[src/rtl/ma_stage.sv]
// Memory-access pipeline stage: waits out the data-SRAM read latency and holds load data
// across WB back-pressure. Optional stall/load counters are enabled by defining MA_STALL_CNT_EN.
module ma_stage #(
    parameter int unsigned RD_LAT = 1
) (
    input  logic        clk,
    input  logic        rst,
    input  logic        ex_validout,
    input  logic        wb_allowin,
    output logic        ma_allowin,
    output logic        ma_validout,
    input  logic [70:0] ex_to_ma_bus,
    input  logic [31:0] data_sram_rdata,
    output logic [69:0] ma_to_wb_bus,
    output logic [5:0]  ma_fwd_bus
`ifdef MA_STALL_CNT_EN
    ,
    output logic [31:0] ma_stall_cnt,
    output logic [31:0] ma_load_cnt
`endif
);

    localparam logic [1:0] LastCnt = 2'(RD_LAT - 1);

    logic        valid_q, valid_d;
    logic [70:0] bus_q, bus_d;
    logic [1:0]  cnt_q, cnt_d;
    logic        hold_q, hold_d;
    logic [31:0] hold_data_q, hold_data_d;

    logic        res_from_mem;
    logic        gr_we;
    logic [4:0]  dest;
    logic [31:0] alu_result;
    logic [31:0] pc;
    logic [31:0] final_result;
    logic        readygo;
    logic        rdata_cycle;
    logic        accept;

    assign res_from_mem = bus_q[70];
    assign gr_we        = bus_q[69];
    assign dest         = bus_q[68:64];
    assign alu_result   = bus_q[63:32];
    assign pc           = bus_q[31:0];

    // The SRAM returns data only in the cycle where the counter reaches RD_LAT-1.
    assign rdata_cycle = valid_q & res_from_mem & ~hold_q & (cnt_q == LastCnt);
    assign readygo     = ~res_from_mem | hold_q | (cnt_q == LastCnt);
    assign ma_validout = valid_q & readygo;
    assign ma_allowin  = ~valid_q | (readygo & wb_allowin);
    assign accept      = ex_validout & ma_allowin;

    assign final_result = res_from_mem ? (hold_q ? hold_data_q : data_sram_rdata) : alu_result;
    assign ma_to_wb_bus = {gr_we, dest, final_result, pc};
    assign ma_fwd_bus   = {valid_q & gr_we, (valid_q & gr_we) ? dest : 5'd0};

    always_comb begin
        valid_d     = valid_q;
        bus_d       = bus_q;
        cnt_d       = cnt_q;
        hold_d      = hold_q;
        hold_data_d = hold_data_q;
        if (ma_allowin) begin
            valid_d = ex_validout;
        end
        // A new entry takes precedence over any progress of the departing instruction.
        if (accept) begin
            bus_d  = ex_to_ma_bus;
            cnt_d  = 2'd0;
            hold_d = 1'b0;
        end else begin
            if (valid_q && res_from_mem && !hold_q && (cnt_q < LastCnt)) begin
                cnt_d = cnt_q + 2'd1;
            end
            if (rdata_cycle && !wb_allowin) begin
                hold_d      = 1'b1;
                hold_data_d = data_sram_rdata;
            end
        end
    end

    always_ff @(posedge clk) begin
        if (!rst) begin
            valid_q     <= 1'b0;
            bus_q       <= '0;
            cnt_q       <= 2'd0;
            hold_q      <= 1'b0;
            hold_data_q <= '0;
        end else begin
            valid_q     <= valid_d;
            bus_q       <= bus_d;
            cnt_q       <= cnt_d;
            hold_q      <= hold_d;
            hold_data_q <= hold_data_d;
        end
    end

`ifdef MA_STALL_CNT_EN
    logic [31:0] stall_cnt_q;
    logic [31:0] load_cnt_q;

    always_ff @(posedge clk) begin
        if (!rst) begin
            stall_cnt_q <= '0;
            load_cnt_q  <= '0;
        end else begin
            if (valid_q && !(readygo && wb_allowin) && (stall_cnt_q != 32'hFFFF_FFFF)) begin
                stall_cnt_q <= stall_cnt_q + 32'd1;
            end
            if (ma_validout && wb_allowin && res_from_mem && (load_cnt_q != 32'hFFFF_FFFF)) begin
                load_cnt_q <= load_cnt_q + 32'd1;
            end
        end
    end

    assign ma_stall_cnt = stall_cnt_q;
    assign ma_load_cnt  = load_cnt_q;
`endif

endmodule

[config.mk]
export PLATFORM = sky130hd
export DESIGN_NAME = ma_stage
export DESIGN_NICKNAME = d
export VERILOG_FILES = /design/src/rtl/ma_stage.sv
export SDC_FILE = /design/constraint.sdc
export NUM_CORES = 1
export LEC_CHECK = 0
export CAP_MARGIN = 20
export CORE_UTILIZATION = 49
export DETAILED_ROUTE_END_ITERATION = 16
export PLACE_DENSITY = 0.91
export SYNTH_ARGS = -nofsm -noshare
export SYNTH_HDL_FRONTEND = slang
export SYNTH_SLANG_ARGS = --single-unit
[constraint.sdc]
create_clock -name clk -period 2.8 [get_ports clk]
set_input_delay 0.56 -clock clk [delete_from_list [all_inputs] [get_ports clk]]
set_output_delay 0.56 -clock clk [all_outputs]
set_load 0.005 [all_outputs]
==> results.cfg, run 1 <==
[synthesis]
postSynth.asyncResetShare = 0
mappedNetlistNets = 717
ys.warnings.count = 0
synth.distinct_cells = 23
syn_inst = 610
synth.yosys.seq_area_share = 0.4085
synth.cell_area_um2 = 5146
synth-edff-count = 0
ys.flop_type = sky130_fd_sc_hd__dfxtp_1
postSynthRegisterBits = 105
synth.avg_cell_area_um2 = 8.436

[clock_network]
cts_tree = yes
postCtsSetupRepairBufs = 0
cts.sink_count = 105
clk_pin_slew_ns = 0.09
clockBufferDepth = 2
cts-hold-fix-buffers = 0
clkLatencyLatePin_ns = 0.35
cts_htree_levels = 3
cts-resized-gates = 0
number_of_buffers_added_by_the_clock_tree_synthesis_step = 9
clock_tree.root_cell = sky130_fd_sc_hd__clkbuf_8

[die]
floorplan_die_width_um = 104.5
core_um2 = 10230
initial_core_util = 0.5030
die-height_um = 104.5
fp-row-count = 37
fp.dieArea_um2 = 10920
design.portCount = 185

[timing]
period_needed_ns = 2.525
worst-slew-pin-transition_ns = 0.5271
hold-worst-slack_ns = 0.4594
setup-tns-final_ns = 0
max_clock_freq_mhz = 396.0
timing.clock.skew_ns = 0.01669
min_period_over_period = 0.9019
max-slew-margin-rel = 0.6486
rsz0062_at_grt = no
final_max_slew_viol_count = 0
setup_violations = 0
finalHoldViolCount = 0

[global_route]
global_route_wire_length_before_repair_mm = 19.98
first_global_vias = 4341
grt.total_usage = 0.2236
grt.overflow.total = 0
grt_max_degree = 76
grt_antenna_before_repair = 1

[pwr]
intPower_mw = 2.306
power.share.sequential = 0.519
peakVddDrop_mv = 0.3016
power.switching_fraction = 0.2552
power.switching_uw = 790.0
part_of_the_power_in_the_clock_network = 0.274
power.share.combinational = 0.207
power.leakage_nw = 2.621
pwr_density_cell_nw_per_um2 = 455.8

[placed_design]
placement.cell_area_um2 = 6618
gpl.final_weighted_congestion = 0.8162
numPortBuffers = 184
detailedPlacementHpwl_mm = 8.698

[min_path]
holdPathEnd = bus_q[33]
worstHoldPathCells = 2
min_path_type = reg -> reg
hp-start = bus_q[33]

[route]
antenna_violating_nets_post_route = 0
routed-via-count = 4303
first_iter_violations = 174
finalWirelength_mm = 12.17
drt_first_pass_iters = 5
routed_via_density = 4.952
drt-wirelength-per-cell_um = 14.00
drc = 0

[critical_path]
ff2ff_setup_slack_ns = 1.34
setup.worst_path.class = reg -> out
setup.worst_path.start = hold_q
setup.worst_path.start_class = flip-flop
critical_path.reg2reg.endpoint = hold_data_q[11]
r2r_cells = 4
critical_path.endpoint_type = primary output
rr_startpoint = hold_q
crit_fanout = 26
cp.arrival_ns = 1.97
worstPathRequired_ns = 2.24

[cells_and_area]
drive_gt1_frac = 0.05048
nNetsFinal = 835
antenna_cells = 0
utilization = 0.6638
final_area_um2 = 6792
area_growth_synth_to_finish_pct = 31.97

[status]
run_status = complete, no violations

[run]
max_cap_violations = 0
-- worst max path at each step --
stage	to	slack, ns	cells past startpoint
2_1_floorplan	ma_to_wb_bus[46]	1.26	4
3_3_place_gp	ma_to_wb_bus[59]	0.40	4
3_5_place_dp	ma_to_wb_bus[55]	0.40	4
4_1_cts	ma_to_wb_bus[34]	0.25	4
5_1_grt	ma_to_wb_bus[42]	0.15	4
6_report	ma_to_wb_bus[42]	0.27	4
-- cells by family after synthesis --
| group | Yosys count | share of synthesized area |
|---|---|---|
| muxes | 103 | 0.2003 |
| AOI/OAI and AO/OA | 65 | 0.06370 |
| buffers and inverters | 88 | 0.1284 |
| and+or+nand+nor | 249 | 0.1991 |
| DFF | 105 | 0.4085 |
-- layout by cell type (no fill, tap or decap), drive strengths merged --
cell	netlist	final
mux2i	103	103
buf	65	11
clkinvlp	0	2
nand2b	1	1
clkbuf	22	12
clkdlybuf4s50	0	183
nand3	32	32
nand2	174	174
dfxtp	105	105
a21boi	1	1
clkinv	0	2
a21oi	32	32
and3	5	5
and4bb	1	1
nor3b	1	1
and2	2	2
o21ai	32	32
inv	1	1
nor2	33	33
-- through the flow --
| stage | std cells | power (mW) | setup WS [ns] |
|---|---|---|---|
| floorplan | 610 | 1.974 | 1.264 |
| global placement | 853 | 2.266 | 0.4036 |
| global route | 869 | 3.247 | 0.1518 |
| finish | 869 | 3.096 | 0.2747 |
| CTS | 869 | 3.134 | 0.2521 |
| detailed placement | 853 | 2.286 | 0.4003 |
-- per-layer routing --
metal  global-route usage  wire [um]
met4              0.06429        136
met2               0.4087       6267
met3              0.05890        720
met5                    0         13
met1               0.2529       5026
-- power groups by stage --
stage | clock network [mW] | logic, mW | registers, mW
finish | 0.847 | 0.641 | 1.61
global route | 0.935 | 0.695 | 1.62
CTS | 0.880 | 0.646 | 1.61
detailed placement | 0 | 0.643 | 1.64
global placement | 0 | 0.629 | 1.64
floorplan | 0 | 0.344 | 1.63
-- Yosys cell counts (4+ instances only) --
master	instances	area, um^2
sky130_fd_sc_hd__a21oi_1	32	160.2
sky130_fd_sc_hd__and3_2	5	37.54
sky130_fd_sc_hd__buf_12	8	160.2
sky130_fd_sc_hd__buf_2	9	45.04
sky130_fd_sc_hd__buf_4	42	315.3
sky130_fd_sc_hd__buf_6	4	45.04
sky130_fd_sc_hd__clkbuf_1	21	78.83
sky130_fd_sc_hd__dfxtp_1	105	2102
sky130_fd_sc_hd__mux2i_1	103	1031
sky130_fd_sc_hd__nand2_1	174	653.1
sky130_fd_sc_hd__nand3_1	32	160.2
sky130_fd_sc_hd__nor2_1	33	123.9
sky130_fd_sc_hd__o21ai_0	15	75.07
sky130_fd_sc_hd__o21ai_1	17	85.08
-- state kept, by name, summed over array words and instances, names as in the netlist --
name / cells
bus_q: 71
valid_q: 1
hold_data_q: 32
hold_q: 1
-- layout make-up --
| cell class | instances | area, um^2 |
|---|---|---|
| clock buffer | 12 | 145.1 |
| clock inverter | 4 | 28.78 |
| fill | 810 | 3440 |
| inverter | 1 | 3.754 |
| multi-input combinational | 417 | 2384 |
| sequential | 105 | 2105 |
| tap | 136 | 170.2 |
| timing repair buffer | 194 | 1956 |
-- worst max-delay path, stage by stage (launching register included) --
cell,delay (ns)
sky130_fd_sc_hd__dfxtp_2,0.33
sky130_fd_sc_hd__buf_4,0.41
sky130_fd_sc_hd__mux2i_1,0.19
sky130_fd_sc_hd__a21oi_1,0.17
sky130_fd_sc_hd__clkdlybuf4s50_1,0.52
Note: power is estimated with default switching activity, not from simulation.
==> run 2: changes to the inputs <==
--- a/config.mk
+++ b/config.mk
@@ -5,10 +5,9 @@
 export SDC_FILE = /design/constraint.sdc
 export NUM_CORES = 1
 export LEC_CHECK = 0
-export CAP_MARGIN = 20
 export CORE_UTILIZATION = 49
 export DETAILED_ROUTE_END_ITERATION = 16
-export PLACE_DENSITY = 0.91
+export PLACE_DENSITY = 0.87
 export SYNTH_ARGS = -nofsm -noshare
 export SYNTH_HDL_FRONTEND = slang
 export SYNTH_SLANG_ARGS = --single-unit
==> run 2 against run 1 <==
Compared with the run above: register-to-register slack got worse by 0.02 ns; via count grew 1.1%; total power grew 1.4%; fmax fell by 1.6%; critical path depth stayed put; wire length is 2.1% higher; largest power group unchanged; highest routed layer is now met4.
==> results.cfg, run 2 (synthesis results as in run 1) <==
[placed_design]
detailedPlacementHpwl_mm = 8.915
gpl.final_weighted_congestion = 0.7840
numPortBuffers = 184
post-place-cells = 851

[cells_and_area]
layout.cells.most_common_list = 183 x sky130_fd_sc_hd__clkdlybuf4s50_1, 174 x sky130_fd_sc_hd__nand2_1, 103 x sky130_fd_sc_hd__mux2i_1, 103 x sky130_fd_sc_hd__dfxtp_1, 33 x sky130_fd_sc_hd__nor2_1
nNetsFinal = 833
top_regs = bus_q (71), hold_data_q (32)
antenna_cells = 0
top_register = bus_q
layout.area.seq_um2 = 2105
multi_input_combinational_cell_area_um2 = 2384
largest_register_ffs = 71
layoutNonFillerInstCount = 867
area_growth_synth_to_finish_pct = 32.19
layout_commonest_cell = sky130_fd_sc_hd__clkdlybuf4s50_1
num-fill-cells = 852
drive_gt1_frac = 0.04651

[route]
routed_via_density = 5.016
wl_met2_mm = 5.983
first_iter_violations = 204
routed-via-count = 4349
drt_first_pass_iters = 4
drt-wirelength-per-cell_um = 14.32
drc = 0
highest-signal-layer = met4
finalWirelength_mm = 12.42
met1_length_mm = 5.419
met3WireLength_um = 716
antenna_violating_nets_post_route = 0

[critical_path]
setup.worst_path.class = reg -> out
crit_fanout = 28
setup.worst_path.start_class = flip-flop
rr_startpoint = valid_q
cp.arrival_ns = 2.01
crit_path_max_incr_delay_ns = 0.48
slowest_cell_on_crit_path = sky130_fd_sc_hd__dfxtp_2
setup.worst_path.start = hold_q
critPathBufInv = 2
crit_family = buffers and inverters
worstPathRequired_ns = 2.24
critical_path.endpoint_type = primary output
crit_chain = buf_12, mux2i_1, a21oi_1, clkdlybuf4s50_1

[clock_network]
cts_htree_levels = 3
postCtsSetupRepairBufs = 0
cts_tree = yes
clockBufferDepth = 2
clock_tree.root_cell = sky130_fd_sc_hd__clkbuf_8
cts.sink_count = 105
clkLatencyLatePin_ns = 0.38
cts-hold-fix-buffers = 0
clk_pin_slew_ns = 0.09
cts-resized-gates = 0
number_of_buffers_added_by_the_clock_tree_synthesis_step = 9

[global_route]
grt_antenna_before_repair = 1
grt_max_degree = 92
grt.total_usage = 0.2307
first_global_vias = 4283
grt.overflow.total = 0
global_route_wire_length_before_repair_mm = 20.11

[timing]
worst-slew-pin-transition_ns = 0.6368
setup_violations = 0
timing.clock.skew_ns = 0.009955
final_max_slew_viol_count = 0
min_period_over_period = 0.9166
period_needed_ns = 2.566
finalHoldViolCount = 0
rsz0062_at_grt = no
hold-worst-slack_ns = 0.4534
setup-tns-final_ns = 0
max-slew-margin-rel = 0.5755
max_clock_freq_mhz = 389.7

[pwr]
peakVddDrop_mv = 0.3012
power.leakage_nw = 2.619
pwr_density_cell_nw_per_um2 = 461.5

[status]
run_status = complete, no violations

[die]
design.portCount = 185
floorplan_die_width_um = 104.5
fp-row-count = 37
initial_core_util = 0.5030
core_um2 = 10230
fp.dieArea_um2 = 10920
die-height_um = 104.5

[min_path]
hp-start = hold_data_q[20]
min_path_type = reg -> reg

[run]
max_cap_violations = 0
[run 2: changes by cell type in the layout (fill, tap and decap cells not counted), sizes merged]
| cell | delta |
|---|---|
| buf | -2 |
| clkinv | -1 |
| clkinvlp | -1 |
| clkbuf | +2 |
[run 2: stage by stage]
stage / power, mW / area (um^2) / setup slack [ns] / utilization
finish: 3.140 / 6803 / 0.2336 / 0.6649
global route: 3.273 / 6803 / 0.1507 / 0.6649
CTS: 3.158 / 6803 / 0.2339 / 0.6649
detailed placement: 2.289 / 6628 / 0.3702 / 0.6478
global placement: 2.268 / 6628 / 0.3994 / 0.6478
floorplan: 1.974 / 5146 / 1.264 / -
[run 2: worst paths after layout]
| check | end | slack (ns) | cells after the start |
|---|---|---|---|
| hold / removal | hold_data_q[20] | 0.45 | 2 |
| hold reg to reg | hold_data_q[20] | 0.45 | 2 |
| setup / recovery | ma_to_wb_bus[42] | 0.23 | 4 |
| setup reg to reg | hold_data_q[6] | 1.32 | 4 |
[run 2: routing by layer]
metal / vias to the layer above / GRT usage
met5: - / 0
met4: 0 / 0.1082
met3: 24 / 0.05639
met2: 135 / 0.4082
met1: 1983 / 0.2587
li1: 2207 / -
[run 2: power by group]
group,leakage (nW),switching [mW],internal [mW]
sequential,0.861,0.0429,1.57
clock,0.0867,0.512,0.373
combinational,1.67,0.255,0.390
[run 2: cell type report]
class | count | area share
repair buffers | 192 | 0.2889
multi-input cells | 417 | 0.3504
clock inverters | 2 | 0.001839
inverters | 1 | 0.0005518
clock buffers | 14 | 0.02391
flip-flops and latches | 105 | 0.3094
well taps | 136 | 0.02501
[run 2: tightest hold or removal path, stage by stage, from the launching register on]
cell                      delay (ns)
sky130_fd_sc_hd__dfxtp_1        0.32
sky130_fd_sc_hd__nand2_1        0.05
sky130_fd_sc_hd__o21ai_1        0.05
==> run 3: changes to the inputs <==
--- a/config.mk
+++ b/config.mk
@@ -7,6 +7,7 @@
 export LEC_CHECK = 0
 export CORE_UTILIZATION = 49
 export DETAILED_ROUTE_END_ITERATION = 16
+export GPL_ROUTABILITY_DRIVEN = 0
 export PLACE_DENSITY = 0.87
 export SYNTH_ARGS = -nofsm -noshare
 export SYNTH_HDL_FRONTEND = slang
==> results of run 3 <==
The final DEF is identical to that of run 2; final timing and power are the same.
